`src/rtl/regfile_pkg.sv`:
```
// Shared types and helpers for the RCPU register file.
package regfile_pkg;

    // Widest data word the byte-merge helper handles; W must not exceed it.
    localparam int MAXW = 64;
    localparam int MAXB = MAXW / 8;

    typedef enum logic {
        IDLE  = 1'b0,
        CLEAR = 1'b1
    } regfile_state_t;

    // Replace the bytes of old_word selected by be with those of new_word.
    function automatic logic [MAXW-1:0] be_merge(input logic [MAXW-1:0] old_word,
                                                 input logic [MAXW-1:0] new_word,
                                                 input logic [MAXB-1:0] be);
        logic [MAXW-1:0] merged;
        merged = old_word;
        for (int i = 0; i < MAXB; i++) begin
            if (be[i]) merged[8*i +: 8] = new_word[8*i +: 8];
        end
        return merged;
    endfunction

endpackage

```
`src/rtl/regfile_clear_fsm.sv`:
```
// Sequential clear engine: walks every entry once after reset or a clear request.
//
//   state | meaning
//   ------+---------------------------------------------------------------
//   IDLE  | array usable; clr starts a new walk from entry 0
//   CLEAR | zeroing entry idx this cycle; ends after entry DEPTH-1
module regfile_clear_fsm
    import regfile_pkg::*;
#(
    parameter int DEPTH = 8,
    localparam int AW = $clog2(DEPTH)
) (
    input  logic          clk,
    input  logic          rst,
    input  logic          clr,
    output logic          busy,
    output logic          clr_we,
    output logic [AW-1:0] clr_idx
);

    regfile_state_t state;
    logic [AW-1:0]  idx;

    // State and walk index; clr is ignored while a walk is already running.
    always_ff @(posedge clk) begin
        if (!rst) begin
            state <= CLEAR;
            idx   <= '0;
        end else begin
            case (state)
                CLEAR: begin
                    if (idx == AW'(DEPTH - 1)) begin
                        state <= IDLE;
                        idx   <= '0;
                    end else begin
                        idx <= idx + 1'b1;
                    end
                end
                default: begin
                    if (clr) begin
                        state <= CLEAR;
                        idx   <= '0;
                    end
                end
            endcase
        end
    end

    assign busy    = (state == CLEAR);
    assign clr_we  = busy;
    assign clr_idx = idx;

endmodule

```
`src/rtl/regfile.sv`:
```
// Two-read, one-write register file with byte enables, write-first bypass,
// optional hardwired-zero register 0 and a sequential clear engine.
module regfile
    import regfile_pkg::*;
#(
    parameter int W        = 16,
    parameter int DEPTH    = 8,
    parameter int ZERO_REG = 1,
    localparam int AW      = $clog2(DEPTH)
) (
    input  logic           clk,
    input  logic           rst,
    input  logic [AW-1:0]  rd_addr_a,
    output logic [W-1:0]   rd_data_a,
    input  logic [AW-1:0]  rd_addr_b,
    output logic [W-1:0]   rd_data_b,
    input  logic           wr_en,
    input  logic [AW-1:0]  wr_addr,
    input  logic [W-1:0]   wr_data,
    input  logic [W/8-1:0] wr_be,
    input  logic           clr,
    output logic           busy
);

    logic [W-1:0]  mem [DEPTH];
    logic          clr_we;
    logic [AW-1:0] clr_idx;
    logic          wr_ok;
    logic [W-1:0]  wr_word;
    logic [W-1:0]  nxt_a;
    logic [W-1:0]  nxt_b;

    regfile_clear_fsm #(
        .DEPTH (DEPTH)
    ) u_clear_fsm (
        .clk     (clk),
        .rst     (rst),
        .clr     (clr),
        .busy    (busy),
        .clr_we  (clr_we),
        .clr_idx (clr_idx)
    );

    // A write lands only in IDLE, outside reset, and not on the edge accepting clr.
    assign wr_ok   = rst && !busy && !clr && wr_en &&
                     !((ZERO_REG != 0) && (wr_addr == '0));
    assign wr_word = W'(be_merge(MAXW'(mem[wr_addr]), MAXW'(wr_data), MAXB'(wr_be)));

    // Read values as they will be after this edge's write (write-first bypass).
    always_comb begin
        nxt_a = (wr_ok && (wr_addr == rd_addr_a)) ? wr_word : mem[rd_addr_a];
        nxt_b = (wr_ok && (wr_addr == rd_addr_b)) ? wr_word : mem[rd_addr_b];
        if ((ZERO_REG != 0) && (rd_addr_a == '0)) nxt_a = '0;
        if ((ZERO_REG != 0) && (rd_addr_b == '0)) nxt_b = '0;
    end

    // Array update: clear walk has priority; contents are not touched by reset itself.
    always_ff @(posedge clk) begin
        if (rst) begin
            if (clr_we) begin
                mem[clr_idx] <= '0;
            end else if (wr_ok) begin
                mem[wr_addr] <= wr_word;
            end
        end
    end

    // Registered read ports; forced to zero in reset, during a clear and on clr acceptance.
    always_ff @(posedge clk) begin
        if (!rst || busy || clr) begin
            rd_data_a <= '0;
            rd_data_b <= '0;
        end else begin
            rd_data_a <= nxt_a;
            rd_data_b <= nxt_b;
        end
    end

endmodule
```
`config.mk`:
```
export PLATFORM = sky130hd
export DESIGN_NAME = regfile
export DESIGN_NICKNAME = d
export VERILOG_FILES = /design/src/rtl/regfile_pkg.sv /design/src/rtl/regfile_clear_fsm.sv /design/src/rtl/regfile.sv
export SDC_FILE = /design/constraint.sdc
export NUM_CORES = 1
export LEC_CHECK = 0
export CORE_MARGIN = 2
export CORE_UTILIZATION = 61
export DETAILED_ROUTE_END_ITERATION = 10
export MAX_ROUTING_LAYER = met4
export PLACE_DENSITY = 0.82
export SLEW_MARGIN = 20
export SYNTH_ARGS = -nofsm -noshare
export SYNTH_HDL_FRONTEND = slang
export SYNTH_HIERARCHICAL = 1
export SYNTH_SLANG_ARGS = --single-unit
```
`constraint.sdc`:
```
create_clock -name clk -period 4.7 [get_ports clk]
set_clock_uncertainty 0.1 [all_clocks]
set_input_delay 1.175 -clock clk [delete_from_list [all_inputs] [get_ports clk]]
set_output_delay 1.175 -clock clk [all_outputs]
set_load 0.05 [all_outputs]
```
==> results.md <==
- Outcome: complete, no violations
- Share of layout cells above drive strength 1: 0.277
- Synth-to-layout area growth: 15.8%
- GRT overflow: 0
- Final setup TNS: 0 ps
- I/O Pins: 64
- Fill cells: 876
- Synthesis warning total: 6
- Clk slew on worst S/H paths: 60 ps
- Post-cts hold buffer count: 0
- Htree depth: 4
- CP Cell Sequence: clkdlybuf4s50_1, nor2b_1, buf_4, mux2i_1, nor2_1, buf_4
- Crit path kind: input port to register
- Worst slew margin: 0.345
- # rows: 43
- Worst slew pin tran: 980 ps
- Initial antenna violation count: 0
- Multi-input gate area: 3870 sq um
- Total Die Area: 15,400 sq um
- Sequential fraction of the synthesis area: 0.517
- Num CTS Buffers: 17
- Clk_lat worst skew: between 400 and 500 ps
- Core area: 14,000 sq um
- Mapped Cells: 581
- Drt via density: 7.31
- Hold Slack: 514 ps
- Fmax: 279 MHz
- Routed WL: between 20,000 and 25,000 microns
- Max clock buf depth: 2
- First-pass GRT wire length: 37,400 microns
- Largest net degree at the start of global routing: 40
- Max Cap Violations: 0
- Area of the mapped netlist: 8820 sq um
- Power density cells: 336 nW/um^2
- CP arrival: 3620 ps
- Period minus WS final: 3580 ps
- Final slew viol count: 0
- Vias in the first global route: 6,331
- DP Wirelength: 15,000 microns
- Post-Place Worst Slack: 749 ps
- Element type at the critical path start: input port
- Critical path endpoint category: register
- Leak: 3.75 nW
- Routed wire per std cell: 29.1 microns
- Final setup viols: 0
- Nets: about 680
- Die X-Extent: 124 microns
- Setup bufs post-CTS: 0
- Count of flip-flops with a built-in enable after synthesis: 128
- Initial Util: 0.631
- Post-route setup slack: between 1000 and 1500 ps
- RSZ-0062 raised after global routing: false
- Root Buffer: clkbuf_16
- Crit path required time: 4740 ps
- Port Buf Inserts: 63
- Largest vdd supply drop: 0.000287 V
- Via count: 6,145
- Buf+Inv Stages, Crit Path: 3
- CP max stage cell: nor2b_1
- FF+latch area: between 4000 and 5000 sq um
- Syn_nets: 614
- Top delay family on crit path: buffers and inverters
- Crit path top cell by count: buf_4
- Syn avg cell area: around 15 sq um
- Async SR Flop Fraction: 0
- Post-route ant nets: 0
- Hold Path Class: register to register
- Seq cells post-synth: approximately 160
- Die Ht: around 120 microns
- Final period util: 0.762
- Starting DRT DRC Count: approximately 730
- First-pass DRT Iterations: 8
- Placer Congestion: 0.887
- GRT Resource Usage Total: 0.335
- Max FO, Critical Path: 11
- # clock sinks: 164
- Detailed-route DRC error count: 0
- Final Hold Vio Count: 0
- CTS tree: yes
- PnR Total Power: 3.43 mW
- CP max stage delay: 850 ps
- Count of different cell masters after synthesis: 41
- Fin util: 0.730
- Resize count post-CTS: 0
- ANT cells: 0
- Most used DFF post-synth: edfxtp_1
worst reg2reg max path, cell delays in order (launching register included):
cell       delay [ps]
dfxtp_1           460
nand4bb_4         350
or4b_4            750
mux2i_1           210
nor2_1            210
buf_4             270
state kept, by name (all words and copies together), names as in the netlist:
signal and flops:
u_clear_fsm/busy 1, rd_data_b 16, rd_data_a 16, u_clear_fsm/clr_idx 3, mem 128
where the power goes:
part           switching [mW]  leakage [nW]  total [mW]  internal, mW
registers              0.0217          1.61        1.60          1.58
clock network           0.612         0.298        1.46         0.850
logic                   0.194          1.85       0.371         0.176
layout make-up:
cell class,count,share of cell area
clock buffers,17,0.0417
clock inverters,15,0.0187
multi-input cells,363,0.379
flip-flops and latches,164,0.447
well taps,180,0.0221
repair buffers,102,0.0916
path summary, 6_finish.rpt:
| check | slack (ps) | cells past startpoint | from | end |
|---|---|---|---|---|
| max | 1120 | 6 | wr_addr[1] | mem[5][11]$_DFFE_PP_ |
| min | 510 | 1 | u_clear_fsm/clr_idx[0]$_SDFFE_PN0P_ | u_clear_fsm/clr_idx[0]$_SDFFE_PN0P_ |
| max reg2reg | 2050 | 5 | u_clear_fsm/busy$_SDFF_PN1_ | mem[6][4]$_DFFE_PP_ |
| min reg2reg | 510 | 1 | u_clear_fsm/clr_idx[0]$_SDFFE_PN0P_ | u_clear_fsm/clr_idx[0]$_SDFFE_PN0P_ |
cell usage after synthesis (3+ instances only):
master      n  area [sq um]
o21ai_0     3          15.0
buf_4       8          60.1
and2_1      3          18.8
and4bb_1    3          37.5
o31a_1     16           140
a21oi_1    32           160
nor3_1      3          15.0
clkbuf_1   10          37.5
nor2b_1     6          37.5
mux4_2     64          1440
dfxtp_1    36           721
edfxtp_1  128          3840
buf_1       4          15.0
a211oi_1   32           240
buf_6      12           135
nand2_1    19          71.3
nor2_1     28           105
mux2i_1    68           681
buf_2      15          75.1
mux2_2     32           360
a22o_1     32           280
cells by family (layout without fill, tap and decap cells):
logic type      Yosys count  in the layout  share of synthesized area
compound gates          123            123                      0.103
xor+xnor                  4              4                    0.00567
fa+ha+maj                 2              2                    0.00284
buf+inv                  54            134                     0.0451
flops                   164            164                      0.517
mux                     164            164                      0.281
simple gates             70             70                     0.0452
metal layers:
metal | share of wire | vias to the layer above | track usage | routed length (microns)
met5 | 0 | - | - | 0
met4 | 0.046 | 0 | 0.157 | 1130
met3 | 0.11 | 120 | 0.0765 | 2630
met2 | 0.47 | 481 | 0.501 | 11500
met1 | 0.38 | 3025 | 0.441 | 9220
li1 | - | 2519 | - | -
stage by stage:
| step | std cells | area [sq um] |
|---|---|---|
| floorplan | 581 | 8820 |
| global placement | 809 | 9600 |
| detailed placement | 809 | 9600 |
| CTS | 841 | 10200 |
| global route | 841 | 10200 |
| finish | 841 | 10200 |
cell usage in the layout (no fill, tap or decap), types with 3 or more instances in the layout:
cell type	count
and2_1	3
inv_6	6
a211oi_1	32
buf_4	38
mux2_2	32
nand2_1	19
mux4_2	64
mux2i_1	68
edfxtp_1	128
bufinv_16	3
nor2b_1	6
and4bb_1	3
clkbuf_16	17
o31a_1	16
dfxtp_1	36
nor2_1	28
nor3_1	3
o21ai_0	3
a22o_1	32
a21oi_1	32
clkdlybuf4s50_1	60
Note: power is estimated with default switching activity, not from simulation.
